--- config.mk ---
export PLATFORM = sky130hd
export DESIGN_NAME = alu_arbiter
export DESIGN_NICKNAME = d
export VERILOG_FILES = /design/src/rtl/alu_arbiter.sv
export SDC_FILE = /design/constraint.sdc
export NUM_CORES = 1
export LEC_CHECK = 0
export ABC_AREA = 1
export CAP_MARGIN = 25
export CORE_MARGIN = 3
export CORE_UTILIZATION = 43
export DETAILED_ROUTE_END_ITERATION = 8
export PLACE_DENSITY_LB_ADDON = 0.3
export SETUP_SLACK_MARGIN = 0.5
export SYNTH_ARGS = -nofsm -noshare
export SYNTH_HDL_FRONTEND = slang
export SYNTH_SLANG_ARGS = --single-unit
export TNS_END_PERCENT = 1
--- constraint.sdc ---
create_clock -name clk -period 2.3 [get_ports clk]
set_input_delay 0.46 -clock clk [delete_from_list [all_inputs] [get_ports clk]]
set_output_delay 0.46 -clock clk [all_outputs]
set_load 0.005 [all_outputs]
--- src/rtl/alu_arbiter.sv ---
// Two-requester front end for a shared combinational ALU.
// One operation is in flight at a time, and the grant alternates when both requesters contend.
module alu_arbiter #(
  parameter int unsigned W = 8
) (
  input  logic         clk,
  input  logic         rst_n,
  input  logic         req0_valid,
  output logic         req0_ready,
  input  logic [2:0]   req0_op,
  input  logic [W-1:0] req0_a,
  input  logic [W-1:0] req0_b,
  input  logic         req1_valid,
  output logic         req1_ready,
  input  logic [2:0]   req1_op,
  input  logic [W-1:0] req1_a,
  input  logic [W-1:0] req1_b,
  output logic [2:0]   alu_op,
  output logic [W-1:0] alu_a,
  output logic [W-1:0] alu_b,
  input  logic [W-1:0] alu_out,
  input  logic         alu_zero,
  input  logic         alu_sign,
  output logic         rsp_valid,
  input  logic         rsp_ready,
  output logic         rsp_id,
  output logic [W-1:0] rsp_data,
  output logic         rsp_zero,
  output logic         rsp_sign,
  output logic         rsp_err
);

  typedef enum logic [1:0] {
    ST_IDLE = 2'd0,
    ST_EXEC = 2'd1,
    ST_RESP = 2'd2
  } state_e;

  state_e         state_q, state_d;
  logic           last_grant_q, last_grant_d;
  logic [2:0]     op_q, op_d;
  logic [W-1:0]   a_q, a_d;
  logic [W-1:0]   b_q, b_d;
  logic           id_q, id_d;
  logic           rsp_id_q, rsp_id_d;
  logic [W-1:0]   rsp_data_q, rsp_data_d;
  logic           rsp_zero_q, rsp_zero_d;
  logic           rsp_sign_q, rsp_sign_d;
  logic           rsp_err_q, rsp_err_d;

  logic           any_valid_s;
  logic           grant_s;
  logic           accept_s;
  logic [2:0]     sel_op_s;
  logic [W-1:0]   sel_a_s;
  logic [W-1:0]   sel_b_s;
  logic           legal_s;

  // Round-robin arbitration and combinational ready generation
  always_comb begin
    any_valid_s = req0_valid | req1_valid;
    if (req0_valid & req1_valid) begin
      grant_s = ~last_grant_q;
    end else if (req0_valid) begin
      grant_s = 1'b0;
    end else begin
      grant_s = 1'b1;
    end
    // Readies are forced low while reset is held, even though inputs may toggle.
    accept_s   = rst_n & (state_q == ST_IDLE) & any_valid_s;
    req0_ready = accept_s & ~grant_s;
    req1_ready = accept_s & grant_s;
    if (grant_s) begin
      sel_op_s = req1_op;
      sel_a_s  = req1_a;
      sel_b_s  = req1_b;
    end else begin
      sel_op_s = req0_op;
      sel_a_s  = req0_a;
      sel_b_s  = req0_b;
    end
    legal_s = ~sel_op_s[2];
  end

  // Next-state and datapath register updates
  always_comb begin
    state_d      = state_q;
    last_grant_d = last_grant_q;
    op_d         = op_q;
    a_d          = a_q;
    b_d          = b_q;
    id_d         = id_q;
    rsp_id_d     = rsp_id_q;
    rsp_data_d   = rsp_data_q;
    rsp_zero_d   = rsp_zero_q;
    rsp_sign_d   = rsp_sign_q;
    rsp_err_d    = rsp_err_q;
    case (state_q)
      ST_IDLE: begin
        if (accept_s) begin
          last_grant_d = grant_s;
          id_d         = grant_s;
          if (legal_s) begin
            op_d    = sel_op_s;
            a_d     = sel_a_s;
            b_d     = sel_b_s;
            state_d = ST_EXEC;
          end else begin
            // Illegal ops bypass the ALU, so its operand registers keep their old values.
            rsp_id_d   = grant_s;
            rsp_data_d = '0;
            rsp_zero_d = 1'b0;
            rsp_sign_d = 1'b0;
            rsp_err_d  = 1'b1;
            state_d    = ST_RESP;
          end
        end else begin
          state_d = ST_IDLE;
        end
      end
      ST_EXEC: begin
        rsp_id_d   = id_q;
        rsp_data_d = alu_out;
        rsp_zero_d = alu_zero;
        rsp_sign_d = alu_sign;
        rsp_err_d  = 1'b0;
        state_d    = ST_RESP;
      end
      ST_RESP: begin
        if (rsp_ready) begin
          state_d = ST_IDLE;
        end else begin
          state_d = ST_RESP;
        end
      end
      default: begin
        state_d = ST_IDLE;
      end
    endcase
  end

  // State, operand and response registers
  always_ff @(posedge clk or negedge rst_n) begin
    if (!rst_n) begin
      state_q      <= ST_IDLE;
      last_grant_q <= 1'b1;
      op_q         <= 3'd0;
      a_q          <= '0;
      b_q          <= '0;
      id_q         <= 1'b0;
      rsp_id_q     <= 1'b0;
      rsp_data_q   <= '0;
      rsp_zero_q   <= 1'b0;
      rsp_sign_q   <= 1'b0;
      rsp_err_q    <= 1'b0;
    end else begin
      state_q      <= state_d;
      last_grant_q <= last_grant_d;
      op_q         <= op_d;
      a_q          <= a_d;
      b_q          <= b_d;
      id_q         <= id_d;
      rsp_id_q     <= rsp_id_d;
      rsp_data_q   <= rsp_data_d;
      rsp_zero_q   <= rsp_zero_d;
      rsp_sign_q   <= rsp_sign_d;
      rsp_err_q    <= rsp_err_d;
    end
  end

  assign alu_op    = op_q;
  assign alu_a     = a_q;
  assign alu_b     = b_q;
  assign rsp_valid = (state_q == ST_RESP);
  assign rsp_id    = rsp_id_q;
  assign rsp_data  = rsp_data_q;
  assign rsp_zero  = rsp_zero_q;
  assign rsp_sign  = rsp_sign_q;
  assign rsp_err   = rsp_err_q;

endmodule

==> flow_metrics.py <==
metrics = {
    "run_status": {
        "status": "finished clean",
    },
    "layout": {
        "nNetsFinal": 371,
        "syn2layout_area_growth_pct": 60.6,
        "final_common_cell": "nand2_1",
        "final_area_um2": 2730,
        "drive_gt1_share_pct": 11.3,
        "most-common-layout-cells": "101 x nand2_1, 79 x clkdlybuf4s50_1, 49 x nand3_1",
        "antenna_cells": 0,
    },
    "sta": {
        "fin_tns_setup_ps": 0,
        "hold_viol": 0,
        "fmaxAchievable_ghz": 0.555,
        "fin_skew_ps": 3.25,
        "rsz0062_at_grt": "yes",
        "drv_slew": 0,
        "worst_hold_slack_ps": 235,
        "fin_crit_sh_pct": 78.4,
        "finalSetupViolations": 0,
        "min_period_ps": 1800,
        "timing.final.ws_setup_ps": 498,
    },
    "placement": {
        "place.gp.congestion": 0.687,
        "placed_area_um2": 2610,
        "hpwl_um": 3470,
        "io_buffers": 85,
        "post-place-ws_ps": -3.85,
    },
    "routing": {
        "routedWlPerCell_um": 13.0,
        "vias": 1774,
        "drc": 0,
        "met1_length_um": 2030,
        "topRoutingLayerUsed": "met4",
        "routed_via_density": 4.83,
        "drt_iter0_markers": 100,
        "firstDrtPassIters": 4,
        "wirelength_um": 4760,
        "dr_wl_met2_um": 2180,
        "postRouteAntennaNets": 0,
        "dr_wl_met3_um": 484,
    },
    "clocking": {
        "cts_hold_buf": 0,
        "cts-root-buf": "clkbuf_8",
        "cts.htree.levels": 2,
        "cts_buffers": 5,
        "cts.sink_count": 34,
        "insertion_delay_ps": 280,
        "clockBufferDepth": 2,
        "clkTransAtPathRegs_ps": 70,
        "cts_tree": "built",
    },
    "worst_hold_path": {
        "worst_hold_path_type": "input pin to async pin",
    },
    "floorplanning": {
        "fp.coreArea_um2": 3740,
        "dieArea_um2": 4750,
        "start_util_pct": 45.4,
        "boundaryPins": 87,
        "die_w_um": 68.9,
        "fp.dieH_um": 68.9,
        "rows": 22,
    },
    "pwr": {
        "peakVddDrop_v": 0.000556,
        "p_int_mw": 1.80,
        "seqPwrFrac_pct": 37.7,
        "comb_power_share_pct": 45.1,
        "power.density_nw_per_um2": 966,
        "pwr-share-clk_pct": 17.1,
        "switching_share_pct": 32.0,
        "net-switching-power_uw": 844,
        "p_leak_nw": 1.42,
    },
    "global_route": {
        "antenna_found_initial": 0,
        "grt_max_degree": 35,
        "grt.overflow.total": 0,
        "grt_pass1_vias": 1596,
        "grt_pass1_wl_um": 7260,
        "grt_usage_pct": 21.0,
    },
    "run": {
        "cap_violations": 0,
    },
    "worst_setup_path": {
        "crit_type": "input pin to output port",
        "end_kind": "output port",
        "cp-start-kind": "input pin",
        "cp_max_fo": 4,
        "crit_required_ps": 1840,
        "arrival_ps": 1340,
    },
    "synth": {
        "yosysSeqAreaShare_pct": 50.1,
        "synth_top_cell_area_share_pct": 48.6,
        "syn_inst": 224,
        "netlist_area_um2": 1700,
        "synth_nets": 277,
        "ys_warn_count": 0,
        "syn_avg_cell_area_um2": 7.59,
        "yosys-top-cells-area": "dfrtp_1 49%, nand2_1 23%, nand3_1 14%",
        "yosysTopAreaCell": "dfrtp_1",
        "yosys_register_bits": 34,
        "ys_types": 18,
    },
}
==> Yosys cell counts, drive strengths merged <==
| cell | count |
|---|---|
| o211ai | 1 |
| nor2 | 6 |
| buf | 13 |
| conb | 1 |
| dfrtp | 33 |
| dfstp | 1 |
| nand3 | 50 |
| o21ai | 1 |
| nand2 | 107 |
| clkbuf | 1 |
| inv | 10 |
==> worst paths after layout <==
check                           startpoint           end  slack, ps  cells past startpoint
min in group clk                  alu_a[2]      alu_a[2]        470                      2
worst max-delay path            req0_valid    req0_ready        500                      7
worst min register to register    alu_a[2]      alu_a[2]        470                      2
worst max register to register  state_q[1]   rsp_data[2]        680                      9
worst min-delay path                 rst_n      alu_a[5]        240                      2
max in group asynchronous            rst_n  last_grant_q       1740                      2
==> flip-flops by register name (all words and copies together), names as in the netlist <==
signal	count
alu_a	8
alu_b	8
rsp_data	8
alu_op	2
state_q	2
id_q	1
last_grant_q	1
rsp_err	1
rsp_id	1
rsp_sign	1
rsp_zero	1
==> per-stage QoR <==
stage	cells	util (%)	power (mW)
floorplan	224	-	1.46
global placement	356	69.8	2.15
detailed placement	356	69.8	2.19
CTS	367	72.8	2.67
global route	367	73.0	2.84
finish	367	73.0	2.64
==> critical path: stages <==
cell,delay (ps)
dlygate4sd2_1,270
nor2_1,180
nor2_4,60
buf_4,130
inv_1,80
nor2_1,40
buf_2,120
==> area by class of cell <==
cell class,count,area (um2)
tap,48,60.1
clock buffer,7,86.3
fill,315,1010
sequential,34,852
clock inverter,1,5.00
inverter,10,37.5
multi-input combinational,166,731
timing repair buffer,101,960
==> kinds of logic (layout without fill, tap and decap cells) <==
kind of cell | after synthesis | after routing | share of synthesized area (%)
AOI/OAI and AO/OA | 2 | 2 | 0.736
buffers and inverters | 24 | 119 | 7.51
DFF | 34 | 34 | 50.1
other | 1 | 1 | 0.221
and+or+nand+nor | 163 | 163 | 41.4
==> layer usage <==
metal / vias to the layer above / track usage [%]
li1: 894 / -
met1: 807 / 25.7
met2: 67 / 32.6
met3: 6 / 9.08
met4: 0 / 8.03
met5: - / 0
==> what timing repair did <==
item,in CTS,in global routing
hold endpoints to repair,0,0
endpoints found under the setup margin,3,3
gates resized for setup,14,2
buffers inserted,3,0
pin swaps,3,1
==> power by group through the flow <==
stage / sequential, mW / clock [mW] / combinational, mW
final: 0.996 / 0.452 / 1.19
after global placement: 1.00 / 0 / 1.15
after global routing: 1.03 / 0.479 / 1.33
after CTS: 0.997 / 0.459 / 1.21
after floorplan: 1.02 / 0 / 0.442
after detailed placement: 1.01 / 0 / 1.18
Note: power is estimated with default switching activity, not from simulation.
==> edit: new RTL, same flow settings <==
The 3 states of `state_e` get a one-hot encoding in 3 bits.
--- a/src/rtl/alu_arbiter.sv
+++ b/src/rtl/alu_arbiter.sv
@@ -31,8 +31,8 @@
 );
 
-  typedef enum logic [1:0] {
-    ST_IDLE = 2'd0,
-    ST_EXEC = 2'd1,
-    ST_RESP = 2'd2
+  typedef enum logic [2:0] {
+    ST_IDLE = 3'b001,
+    ST_EXEC = 3'b010,
+    ST_RESP = 3'b100
   } state_e;
 
Behaviour: no difference found for any inputs over 10 cycles, from zero or initial values and one cycle with rst_n low; not proved beyond that.
==> edit against the unedited design <==
Setup slack worse by 0.15 ns; via count down 0.45%; count of clock-buffer cells in the layout down 2; synthesized cell count up 1.8%; power up 3.2%; wire length down 4.4%; fmax down 7.7%; sequential cell count up 1; cell area up 0.46%; hold slack better by 0.0019 ns; area after synthesis about the same; largest cell class unchanged; highest routed layer unchanged.
==> edit: results (changes against the unedited design) <==
----------------------------------------------------
[Synth]
  Number of nets in the synthesized netlist ... 281 (was 277)
  Post-synthesis cell type count ... 23 (was 18)
  Count of mapped cells out of synthesis ... 228 (was 224)
  Commonest cells post-synth ... 138 x sky130_fd_sc_hd__nand2_1, 33 x sky130_fd_sc_hd__dfrtp_1, 22 x sky130_fd_sc_hd__nand3_1 (was 104 x sky130_fd_sc_hd__nand2_1, 49 x sky130_fd_sc_hd__nand3_1, 33 x sky130_fd_sc_hd__dfrtp_1)
  Compound-Gate Fraction of Synth Area ... 1.47% (was 0.736%)
  Post-synthesis xor/xnor area fraction ... 0% (unchanged)
  Leading post-synthesis cells by cell area ... sky130_fd_sc_hd__dfrtp_1 49%, sky130_fd_sc_hd__nand2_1 30%, sky130_fd_sc_hd__nand3_1 6.5% (was sky130_fd_sc_hd__dfrtp_1 49%, sky130_fd_sc_hd__nand2_1 23%, sky130_fd_sc_hd__nand3_1 14%)
  Share of the yosys chip area belonging to registers ... 51.7% (was 50.1%)

[Cells and area]
  Post-layout instance count excluding filler cells ... 371 (was 367)
  # nets final ... 375 (was 371)
  Fraction of layout instances using a drive strength above 1 ... 11.8% (was 11.3%)

[Route]
  Aggregate routed wire length ... 4.55 mm (was 4.76 mm)
  Via density per instance ... 4.76 (was 4.83)
  Count of routing violations after the opening detailed-route iteration ... 95 (was 100)

[Global routing]
  M1 GR Usage ... 22.1% (was 25.7%)
  Met3 routing resource usage after global routing ... 6.48% (was 9.08%)
  Largest net degree at the start of global routing ... 36 (was 35)
  Overall global routing resource usage ... 21.0% (about the same)
  Via count of the first global-routing pass ... 1614 (was 1596)
  Global-route wire length before repair ... 7.17 mm (was 7.26 mm)
  Antenna violations before repair ... 0 (unchanged)
  Met2 layer usage reported by global route ... 37.5% (was 32.6%)

[Setup path]
  Worst setup path start ... state_q[1] (was req0_valid)
  Crit Path Max Fanout ... 3 (was 4)
  Worst R2R End ... alu_b[7] (was rsp_data[2])
  Reg-to-reg slack, setup ... 0.43 ns (was 0.68 ns)
  Worst flop-to-flop path startpoint ... state_q[0] (was state_q[1])
  Data arrival time of the critical path ... 1.49 ns (was 1.34 ns)
  Cell count of the worst reg-to-reg path ... 11 (was 9)
  Termination of the worst setup path ... rsp_valid (was req0_ready)

[Place]
  Area after detailed placement ... 2620 µm² (was 2610 µm²)
  Placed insts ... 359 (was 356)
  Setup slack at placement ... -0.0609 ns (was -0.00385 ns)
  Dpl hpwl ... 3.30 mm (was 3.47 mm)
  Final Wtd Congestion ... 0.854 (was 0.687)

[Pwr]
  Max VDD drop ... 0.493 mV (was 0.556 mV)
  LEAKAGE ... 0.00140 µW (was 0.00142 µW)

[Clock network]
  Clock latency on the worst-skew pair ... a little under 0.3 ns
  Total CTS buffers ... 5 (unchanged)
  CTS Root Buffer Type ... sky130_fd_sc_hd__clkbuf_8 (unchanged)

[Outcome]
  Outcome ... completed (unchanged)

[STA]
  Final Skew ... 0.00441 ns (was 0.00325 ns)
  Final Cycle Share ... 84.9% (was 78.4%)

----------------------------------------------------
==> edit: how the worst min path moves through the flow <==
stage | slack [ns] | start | cells after the start | end
floorplan | 0.16 | rst_n | 0 | alu_a[0]
global placement | 0.45 | alu_b[4] | 2 | alu_b[4]
detailed placement | 0.46 | alu_a[3] | 2 | alu_a[3]
CTS | 0.25 | rst_n | 2 | rsp_data[1]
global route | 0.26 | rst_n | 2 | rsp_data[1]
finish | 0.24 | rst_n | 2 | state_q[2]
==> edit: cell families after synthesis <==
family,Yosys count
AO/OA/AOI/OAI,4
AND/OR/NAND/NOR,169
flip-flops,35
buffers and inverters,19
other,1
==> edit: worst max-delay path, stage by stage (launching register included) <==
cell                              delay, ns
sky130_fd_sc_hd__dfrtp_1               0.40
sky130_fd_sc_hd__inv_1                 0.12
sky130_fd_sc_hd__nand3_2               0.11
sky130_fd_sc_hd__inv_2                 0.08
sky130_fd_sc_hd__clkdlybuf4s50_1       0.49
==> edit: timing repair <==
action	4_1_cts	5_1_grt
pin swaps	2	3
setup buffers	3	1
gates resized for setup	12	2
endpoints found under the hold margin	0	0
setup endpoints to repair	33	33
hold buffers	0	0
==> edit: routing by layer <==
layer | part of all wire [%] | wire [µm]
met3 | 9.1 | 413
met4 | 2.0 | 92
met1 | 38 | 1710
met2 | 51 | 2340
met5 | 0 | 0
==> edit: cell type report <==
class                      count  area (µm²)
fill                         324        1000
timing repair buffer          98         952
sequential                    35         878
multi-input combinational    174         734
clock buffer                   5        68.8
tap                           48        60.1
inverter                       8        30.0
clock inverter                 3        20.0
==> edit: power by group <==
part | total (µW) | internal [µW] | switching [µW] | leakage (µW)
combinational | 1270 | 701 | 566 | 0.000907
sequential | 1010 | 882 | 131 | 0.000449
clock | 444 | 210 | 233 | 0.0000402
total | 2720 | 1790 | 930 | 0.00140
